--- src/rtl/wormhole_port_allocator.sv ---
// Wormhole output-port allocator: round-robin at packet heads, grant locked to the owner until its tail,
// transfers gated by a downstream credit counter. Define ALLOC_WATCHDOG_EN to add a lock watchdog with o_timeout.
module wormhole_port_allocator #(
    parameter int N       = 4,
    parameter int CREDITS = 4,
    parameter int TIMEOUT = 64
) (
    input  logic                           clk,
    input  logic                           reset_n,
    input  logic                           ce,
    input  logic [0:N-1]                   i_request,
    input  logic [0:N-1]                   i_tail,
    input  logic                           i_credit_return,
    output logic [0:N-1]                   o_grant,
    output logic                           o_valid,
    output logic                           o_locked,
    output logic [$clog2(CREDITS+1)-1:0]   o_credits,
    output logic                           o_credit_err
`ifdef ALLOC_WATCHDOG_EN
    ,
    output logic                           o_timeout
`endif
);

    localparam int CW = $clog2(CREDITS + 1);
    localparam int OW = (N > 1) ? $clog2(N) : 1;

    typedef enum logic {
        ST_IDLE   = 1'b0,
        ST_LOCKED = 1'b1
    } state_t;

    state_t          r_state;
    state_t          w_state_nxt;
    logic [OW-1:0]   r_owner;
    logic [OW-1:0]   w_owner_nxt;
    logic [0:N-1]    r_prio;
    logic [0:N-1]    w_prio_nxt;
    logic [CW-1:0]   r_credits;
    logic            r_credit_err;

    logic [OW-1:0]   w_prio_idx;
    logic [OW-1:0]   w_win_idx;
    logic            w_win_found;
    logic [OW-1:0]   w_sel_idx;
    logic            w_can_xfer;
    logic [0:N-1]    w_grant;
    logic            w_xfer;
    logic            w_tail_xfer;

    function automatic logic [OW-1:0] wrap_add(input logic [OW-1:0] base, input int off);
        return OW'((int'(base) + off) % N);
    endfunction

    function automatic logic [0:N-1] to_onehot(input logic [OW-1:0] idx);
        logic [0:N-1] oh;
        oh      = '0;
        oh[idx] = 1'b1;
        return oh;
    endfunction

    always_comb begin
        w_prio_idx = '0;
        for (int i = 0; i < N; i++) begin
            if (r_prio[i]) w_prio_idx = OW'(i);
        end
    end

    // Descending scan so the last hit is the first requester at or after the priority slot.
    always_comb begin
        w_win_found = 1'b0;
        w_win_idx   = '0;
        for (int k = N - 1; k >= 0; k--) begin
            if (i_request[wrap_add(w_prio_idx, k)]) begin
                w_win_found = 1'b1;
                w_win_idx   = wrap_add(w_prio_idx, k);
            end
        end
    end

    // Handshake: i_request[i] is valid, o_grant[i] is ready; a flit moves only when both are high.
    assign w_can_xfer  = reset_n && ce && (r_credits != '0);
    assign w_sel_idx   = (r_state == ST_LOCKED) ? r_owner : w_win_idx;
    assign w_xfer      = |w_grant;
    assign w_tail_xfer = w_xfer && i_tail[w_sel_idx];

`ifdef ALLOC_WATCHDOG_EN
    localparam int WW = $clog2(TIMEOUT + 1);
    logic [WW-1:0] r_wd_cnt;
    logic          r_timeout;
    logic          w_wd_fire;

    assign w_wd_fire = (r_state == ST_LOCKED) && !w_xfer && (r_wd_cnt == WW'(TIMEOUT - 1));
    assign o_timeout = r_timeout;
`else
    logic w_wd_unused;
    assign w_wd_unused = (TIMEOUT > 0);
`endif

    always_ff @(posedge clk) begin
        if (!reset_n) begin
            r_state <= ST_IDLE;
            r_owner <= '0;
            r_prio  <= to_onehot(OW'(0));
`ifdef ALLOC_WATCHDOG_EN
            r_wd_cnt  <= '0;
            r_timeout <= 1'b0;
`endif
        end else begin
`ifdef ALLOC_WATCHDOG_EN
            r_timeout <= ce && w_wd_fire;
`endif
            if (ce) begin
                r_state <= w_state_nxt;
                r_owner <= w_owner_nxt;
                r_prio  <= w_prio_nxt;
`ifdef ALLOC_WATCHDOG_EN
                if (r_state == ST_IDLE || w_xfer || w_wd_fire) r_wd_cnt <= '0;
                else                                         r_wd_cnt <= r_wd_cnt + WW'(1);
`endif
            end
        end
    end

    always_comb begin
        w_state_nxt = r_state;
        w_owner_nxt = r_owner;
        w_prio_nxt  = r_prio;
        case (r_state)
            ST_IDLE: begin
                if (w_xfer) begin
                    if (w_tail_xfer) begin
                        w_prio_nxt = to_onehot(wrap_add(w_win_idx, 1));
                    end else begin
                        w_state_nxt = ST_LOCKED;
                        w_owner_nxt = w_win_idx;
                    end
                end
            end
            ST_LOCKED: begin
                if (w_tail_xfer) begin
                    w_state_nxt = ST_IDLE;
                    w_prio_nxt  = to_onehot(wrap_add(r_owner, 1));
                end
`ifdef ALLOC_WATCHDOG_EN
                else if (w_wd_fire) begin
                    w_state_nxt = ST_IDLE;
                    w_prio_nxt  = to_onehot(wrap_add(r_owner, 1));
                end
`endif
            end
            default: w_state_nxt = ST_IDLE;
        endcase
    end

    always_comb begin
        w_grant = '0;
        if (w_can_xfer) begin
            case (r_state)
                ST_IDLE:   if (w_win_found)          w_grant[w_win_idx] = 1'b1;
                ST_LOCKED: if (i_request[r_owner])   w_grant[r_owner]   = 1'b1;
                default:   w_grant = '0;
            endcase
        end
    end

    // Credits track downstream space independently of ce so no return pulse is ever dropped.
    always_ff @(posedge clk) begin
        if (!reset_n) begin
            r_credits    <= CW'(CREDITS);
            r_credit_err <= 1'b0;
        end else if (w_xfer && !i_credit_return) begin
            r_credits <= r_credits - CW'(1);
        end else if (i_credit_return && !w_xfer) begin
            if (r_credits == CW'(CREDITS)) r_credit_err <= 1'b1;
            else                           r_credits    <= r_credits + CW'(1);
        end
    end

    assign o_grant      = w_grant;
    assign o_valid      = w_xfer;
    assign o_locked     = reset_n && (r_state == ST_LOCKED);
    assign o_credits    = r_credits;
    assign o_credit_err = r_credit_err;

endmodule

--- config.mk ---
export PLATFORM = sky130hd
export DESIGN_NAME = wormhole_port_allocator
export DESIGN_NICKNAME = d
export VERILOG_FILES = /design/src/rtl/wormhole_port_allocator.sv
export SDC_FILE = /design/constraint.sdc
export NUM_CORES = 1
export LEC_CHECK = 0
export CORE_AREA = 2 2 64 66
export DETAILED_ROUTE_END_ITERATION = 10
export DIE_AREA = 0 0 66 68
export DONT_BUFFER_PORTS = 1
export GPL_TIMING_DRIVEN = 0
export PLACE_DENSITY = 0.43
export SYNTH_ARGS = -nofsm -noshare
export SYNTH_HDL_FRONTEND = slang
export SYNTH_SLANG_ARGS = --single-unit
--- constraint.sdc ---
create_clock -name clk -period 3.4 [get_ports clk]
set_input_delay 0.68 -clock clk [delete_from_list [all_inputs] [get_ports clk]]
set_output_delay 0.68 -clock clk [all_outputs]
set_load 0.1 [all_outputs]
* Word level (Yosys, flattened, before mapping)
Cells that the tools add are included. Widths: inputs -> output; s select.
Cells by class: $add $sub $neg 7, order comparisons 13, equality and inequality tests 5, muxes and demuxes 52, reduce and logical (&&, ||, !) cells 19, bitwise logic cells 12
Operators with widths (number):
- $ge 3x3->1 const B | 9
- $not 2->3 | 9
- $mux 1 | 23
- $mux 3 | 6
- $mux 2 | 7
- $bmux 1 s2 | 6
- $lt 3x1->1 const B | 4
- $mux 4 | 3
- $logic_and 1x1->1 | 10
- $demux 1 s2 | 4
- $pmux 4 s2 | 1
- $reduce_and 4->1 | 2
- $add 2x1->2 const B | 3
- $ne 2x2->1 const B | 3
- $pmux 3 s2 | 1
- $add 2x2->2 const B | 2
- $reduce_or 4->1 | 1
- $add 3x1->3 const B | 1
- $eq 3x3->1 const B | 1
- $not 1->1 | 3
- $reduce_and 3->1 | 1
- $reduce_bool 3->1 | 1
- $sub 3x1->3 const B | 1
- $logic_not 1->1 | 2
- 4 further kinds | 4
Storage, ports and cells: register bits 10, output and inout port bits 10, logic and storage cells 113

* Depth between registers and ports, before layout
depth after elaboration 25, gate-level depth with buffers 13

* Worst setup path before layout
Ideal clock, no wire load.
path kind input to output, start input i_request[0] in the netlist's numbering, end output o_grant[0] in the netlist's numbering, arrival 3.137 ns, stages 7, buffers on the path 1, path slack -0.417 ns, path through buf_2 > or4b_4 > o311ai_4 > nor2_1 > inv_1 > nand3_1 > a21oi_1
Between the ends: longest elaborated chain between the ends 15, elaborated cells between the ends (all ways) 33
Ends and longest elaborated chain:
- start: declaration | RTL line 11 | input logic [0:N-1] i_request,
- $bmux 1 s2 | RTL line 74 | if (i_request[wrap_add(w_prio_idx, k)]) begin
- $mux 1 (not written as such) (2 in series) | RTL line 74
- $mux 2 (4 in series) | RTL line 74
- $not 2->3 (not written as such) | RTL line 160 | ST_IDLE: if (w_win_found) w_grant[w_win_idx] = 1'b1;
- $ge 3x3->1 (not written as such) / $lt 3x1->1 (equally long branches) | RTL line 160
- $logic_and 1x1->1 (not written as such) | RTL line 160
- $mux 1 (not written as such) | RTL line 160
- $demux 1 s2 | RTL line 160
- $mux 4 | RTL line 160
- $pmux 4 s2 (*) | RTL line 159 | case (r_state)
- $mux 4 (*) | RTL line 158 | if (w_can_xfer) begin
- end: declaration | RTL line 14 | output logic [0:N-1] o_grant,
Every way passes the cells marked *; elsewhere a longest branch is shown, timed or not. The select of a mux whose other input is x is not followed.

* Final worst setup path
start input i_request[0] in the netlist's numbering, end register r_credits[2] (netlist: o_credits[2])
Between the ends: longest elaborated chain between the ends 20, elaborated cells between the ends (all ways) 41
Ends and longest elaborated chain:
- $bmux 1 s2 | RTL line 74
- $mux 1 (not written as such) (2 in series) | RTL line 74
- $mux 2 (4 in series) | RTL line 74
- $not 2->3 (not written as such) | RTL line 160
- $ge 3x3->1 (not written as such) / $lt 3x1->1 (equally long branches) | RTL line 160
- $logic_and 1x1->1 (not written as such) | RTL line 160
- $mux 1 (not written as such) | RTL line 160
- $demux 1 s2 | RTL line 160
- $mux 4 | RTL line 160
- $pmux 4 s2 (*) | RTL line 159
- $mux 4 (*) | RTL line 158
- $reduce_or 4->1 (*) | RTL line 84 | assign w_xfer = |w_grant;
- net o_valid | RTL line 15 | output logic o_valid,
- $logic_not 1->1 | RTL line 174 | end else if (i_credit_return && !w_xfer) begin
- $logic_and 1x1->1 | RTL line 174
- $reduce_bool 2->1 (no source line)
- $reduce_and 2->1 (no source line)
- end signal: assignment | RTL line 170 | r_credits <= CW'(CREDITS);
- end signal: assignment | RTL line 173 | r_credits <= r_credits - CW'(1);
- end signal: assignment | RTL line 176 | else r_credits <= r_credits + CW'(1);
- end: declaration | RTL line 39 | logic [CW-1:0] r_credits;
The timed path passes the listed nets; every way through them passes the cells marked *. The select of a mux whose other input is x is not followed. A chain may end at the register's enable or synchronous reset.

==> metrics.md <==
| Metric | Value |
|---|---|
| Outcome | `completed` |
| # Max-Cap Violations | `0` |
| Min-delay src | `r_owner[1]` |
| CP endpoint | `o_credits[2]` |
| Quantity of I/O buffers inserted on ports | `0` |
| Final worst path period share | `0.954` |
| Remaining DRCs | `0` |
| Tot GR Track Use | `0.129` |
| Yosys reg bits | `10` |
| Worst Setup End Kind | `flop` |
| Skew final | `roughly 1.1 ps` |
| H-Tree Depth | `1` |
| Switching Share | `0.419` |
| Avg Cell Area, Syn | `8.58 um^2` |
| Final Hold Viols | `0` |
| Die area | `about 4500 um^2` |
| Syn nets | `about 140` |
| Largest net degree at the start of global routing | `11` |
| Gp weighted congestion | `between 0.7 and 0.8` |
| Worst hold path type | `reg2reg` |
| Via density per instance | `5.28` |
| Vias in the first global route | `approximately 960` |
| WP data arrival | `3320 ps` |
| Cell Rows | `23` |
| R2r setup slk | `roughly 200 ps` |
| Peak supply drop | `approximately 0.00022 V` |
| Crit path from | `i_request[0]` |
| ANT nets after route | `0` |
| Die height | `around 68 um` |
| Initial detailed-routing violation count | `57` |
| Core Region | `3860 um^2` |
| Post-Synth Adder-Cell Area | `0.0424` |
| Netlist cell types | `between 50 and 60` |
| Largest family of logic cells by synthesized area | `compound AO/OA/AOI/OAI gates` |
| Comb pwr share | `0.437` |
| Starting density of the core | `0.276` |
| Synthesis Warnings | `0` |
| Post-layout nets | `~150` |
| Post-synthesis mux area share | `0.0859` |
| P&R area growth vs syn | `22.5%` |
| P_int | `roughly 280 uW` |
| Die width | `about 66 um` |
| Worst reg2reg endpoint | `o_credits[2]` |
| DR pass1 iterations | `4` |
| Fin area | `1300 um^2` |
| CTS Buf Count | `3` |
| ANT cells | `0` |
| Clock power share | `0.237` |
| Worst-path clk slew | `roughly 40 ps` |
| CTS root buf | `clkbuf_8` |
| Worst Setup Start Kind | `input pin` |
| Pins Over Slew Limit | `0` |
| Post-Syn Instances | `~120` |
| CTS tree | `yes` |
| Final setup fails | `0` |
| Simple-gate area share of the yosys netlist | `0.296` |
| Sink Count | `10` |
| RSZ-0062 raised after global routing | `no` |
| Synthesized area | `1060 um^2` |
| Initial antenna violation count | `0` |
| Relative slew slack | `0.348` |
| Vias | `about 950` |
| Reg2reg path depth | `12` |
| Worst-Margin Slew | `977 ps` |
| Cts hold-fix bufs | `0` |
| Leakage power | `0.424 nW` |
| First-pass GRT wire length | `4.52 mm` |
| R2R Path Start | `r_prio[3]` |
| EDFF count, synth | `0` |
| Clock Tree Buf Depth | `2` |
| FFs w/ async S/R, synth | `0` |
| Drt total wl | `between 2 and 3 mm` |
| Post-layout util | `0.338` |
| Grt ovf | `0` |
| Switching power total | `between 200 and 250 uW` |
| CP required | `~3500 ps` |
| IO Pins | `22` |
| Wirelength per Cell | `approximately 15 um` |
| Synth Area in Compound Gates | `0.302` |
| XOR/XNOR Fraction of Synth Area | `0.00824` |
| Placed cell area | `between 1000 and 1500 um^2` |
| Max Fclk | `between 300 and 400 MHz` |
| Ys flop type | `dfxtp_1` |
| Worst-path fanout max | `9` |
| Post-layout min period | `roughly 3200 ps` |
| Sequential-to-total area share from yosys stat | `0.188` |
| Layout cell share with drive strength beyond 1 | `0.349` |
| Part of the power in registers | `0.327` |
| Clk_lat worst skew | `220 ps` |
| Setup Crit Path Kind | `in2reg` |
| P per Cell Area | `about 370 nW/um^2` |
| DP HPWL | `between 2 and 2.5 mm` |
## layout by cell type, fill, tap and decap left out, types with 3 or more instances in the layout
cell type / instances
nand2_1: 10
inv_1: 9
nor2_1: 8
mux2i_1: 8
dfxtp_1: 7
o21ai_0: 5
nor2b_1: 3
nand3b_1: 3
and2_1: 3
clkbuf_8: 3
dfxtp_2: 3
## metrics by stage
step	hold WS, ps	worst slack [ps]	std cells	setup TNS (ps)	power (mW)
after global routing	602	6.22	179	0	0.512
after global placement	542	-409	174	-1680	0.348
after detailed placement	551	-326	175	-1290	0.352
final	565	157	179	0	0.483
after floorplan	493	30.6	124	0	0.322
after CTS	556	41.7	179	0	0.479
## logic make-up after synthesis
| family | after synthesis |
|---|---|
| flip-flops | 10 |
| multiplexers | 9 |
| XOR/XNOR | 1 |
| AND/OR/NAND/NOR | 50 |
| buffers and inverters | 17 |
| AO/OA/AOI/OAI | 34 |
| adder cells (fa/ha/maj) | 3 |
## power by group through the flow
stage                     combinational (mW)  sequential [mW]  clock [mW]
after floorplan                        0.166            0.156           0
after global placement                 0.190            0.158           0
after detailed placement               0.193            0.159           0
after CTS                              0.203            0.157       0.119
after global routing                   0.227            0.159       0.126
final                                  0.211            0.158       0.114
## final cells by class
cell class	count	area [um^2]
Fill cell	428	2550
Timing Repair Buffer	2	17.5
Sequential cell	10	204
Multi-Input combinational cell	97	892
Clock buffer	3	41.3
Buffer	6	40.0
Tap cell	50	62.6
Inverter	11	45.0
## routing by layer
metal,track usage,part of all wire
met1,0.166,0.47
met2,0.216,0.47
met3,0.0214,0.056
met4,0.0561,0.0066
met5,0,0
## cells in the mapped netlist, types with 2 or more instances
library cell	number	area, um^2
dfxtp_1	10	200
inv_1	10	37.5
nand2_1	10	37.5
nor2_1	10	37.5
mux2i_1	8	80.1
o21ai_0	5	25.0
a21oi_1	4	20.0
and2_1	3	18.8
nand3_1	3	15.0
nand3b_1	3	22.5
nor2b_1	3	18.8
nor3b_1	3	22.5
o21ai_1	3	15.0
o311ai_0	3	26.3
a21o_1	2	15.0
buf_2	2	10.0
buf_6	2	22.5
clkbuf_1	2	7.51
ha_1	2	25.0
nand2b_1	2	12.5
nand4_1	2	12.5
o311ai_4	2	52.6
## worst min path at each step
stage                  to  slack (ps)  depth (start not counted)
4_1_cts        r_owner[1]         560                          2
3_5_place_dp   r_owner[1]         550                          2
6_report       r_owner[1]         560                          2
3_3_place_gp   r_owner[1]         540                          2
2_1_floorplan  r_owner[1]         490                          2
5_1_grt        r_owner[1]         600                          2
## worst max-delay path, stage by stage
cell and delay (ps):
buf_2 200, or4b_4 500, o311ai_4 150, nor3_4 80, a41oi_2 210, o311ai_4 180
nand2_8 230, ha_4 170, inv_1 50, fa_1 370, xor2_1 160, o21ai_0 170
o311ai_0 140
## state kept, by name, summed over array words and instances (netlist names), named ones only
name and flops:
o_credits 3, r_owner 2, r_prio 3, o_credit_err 1
## repair_timing
item,CTS,global route
endpoints found under the setup margin,6,3
gates resized for setup,9,10
setup buffers,1,0
pin swaps,1,5
(Power assumes the default switching activity.)
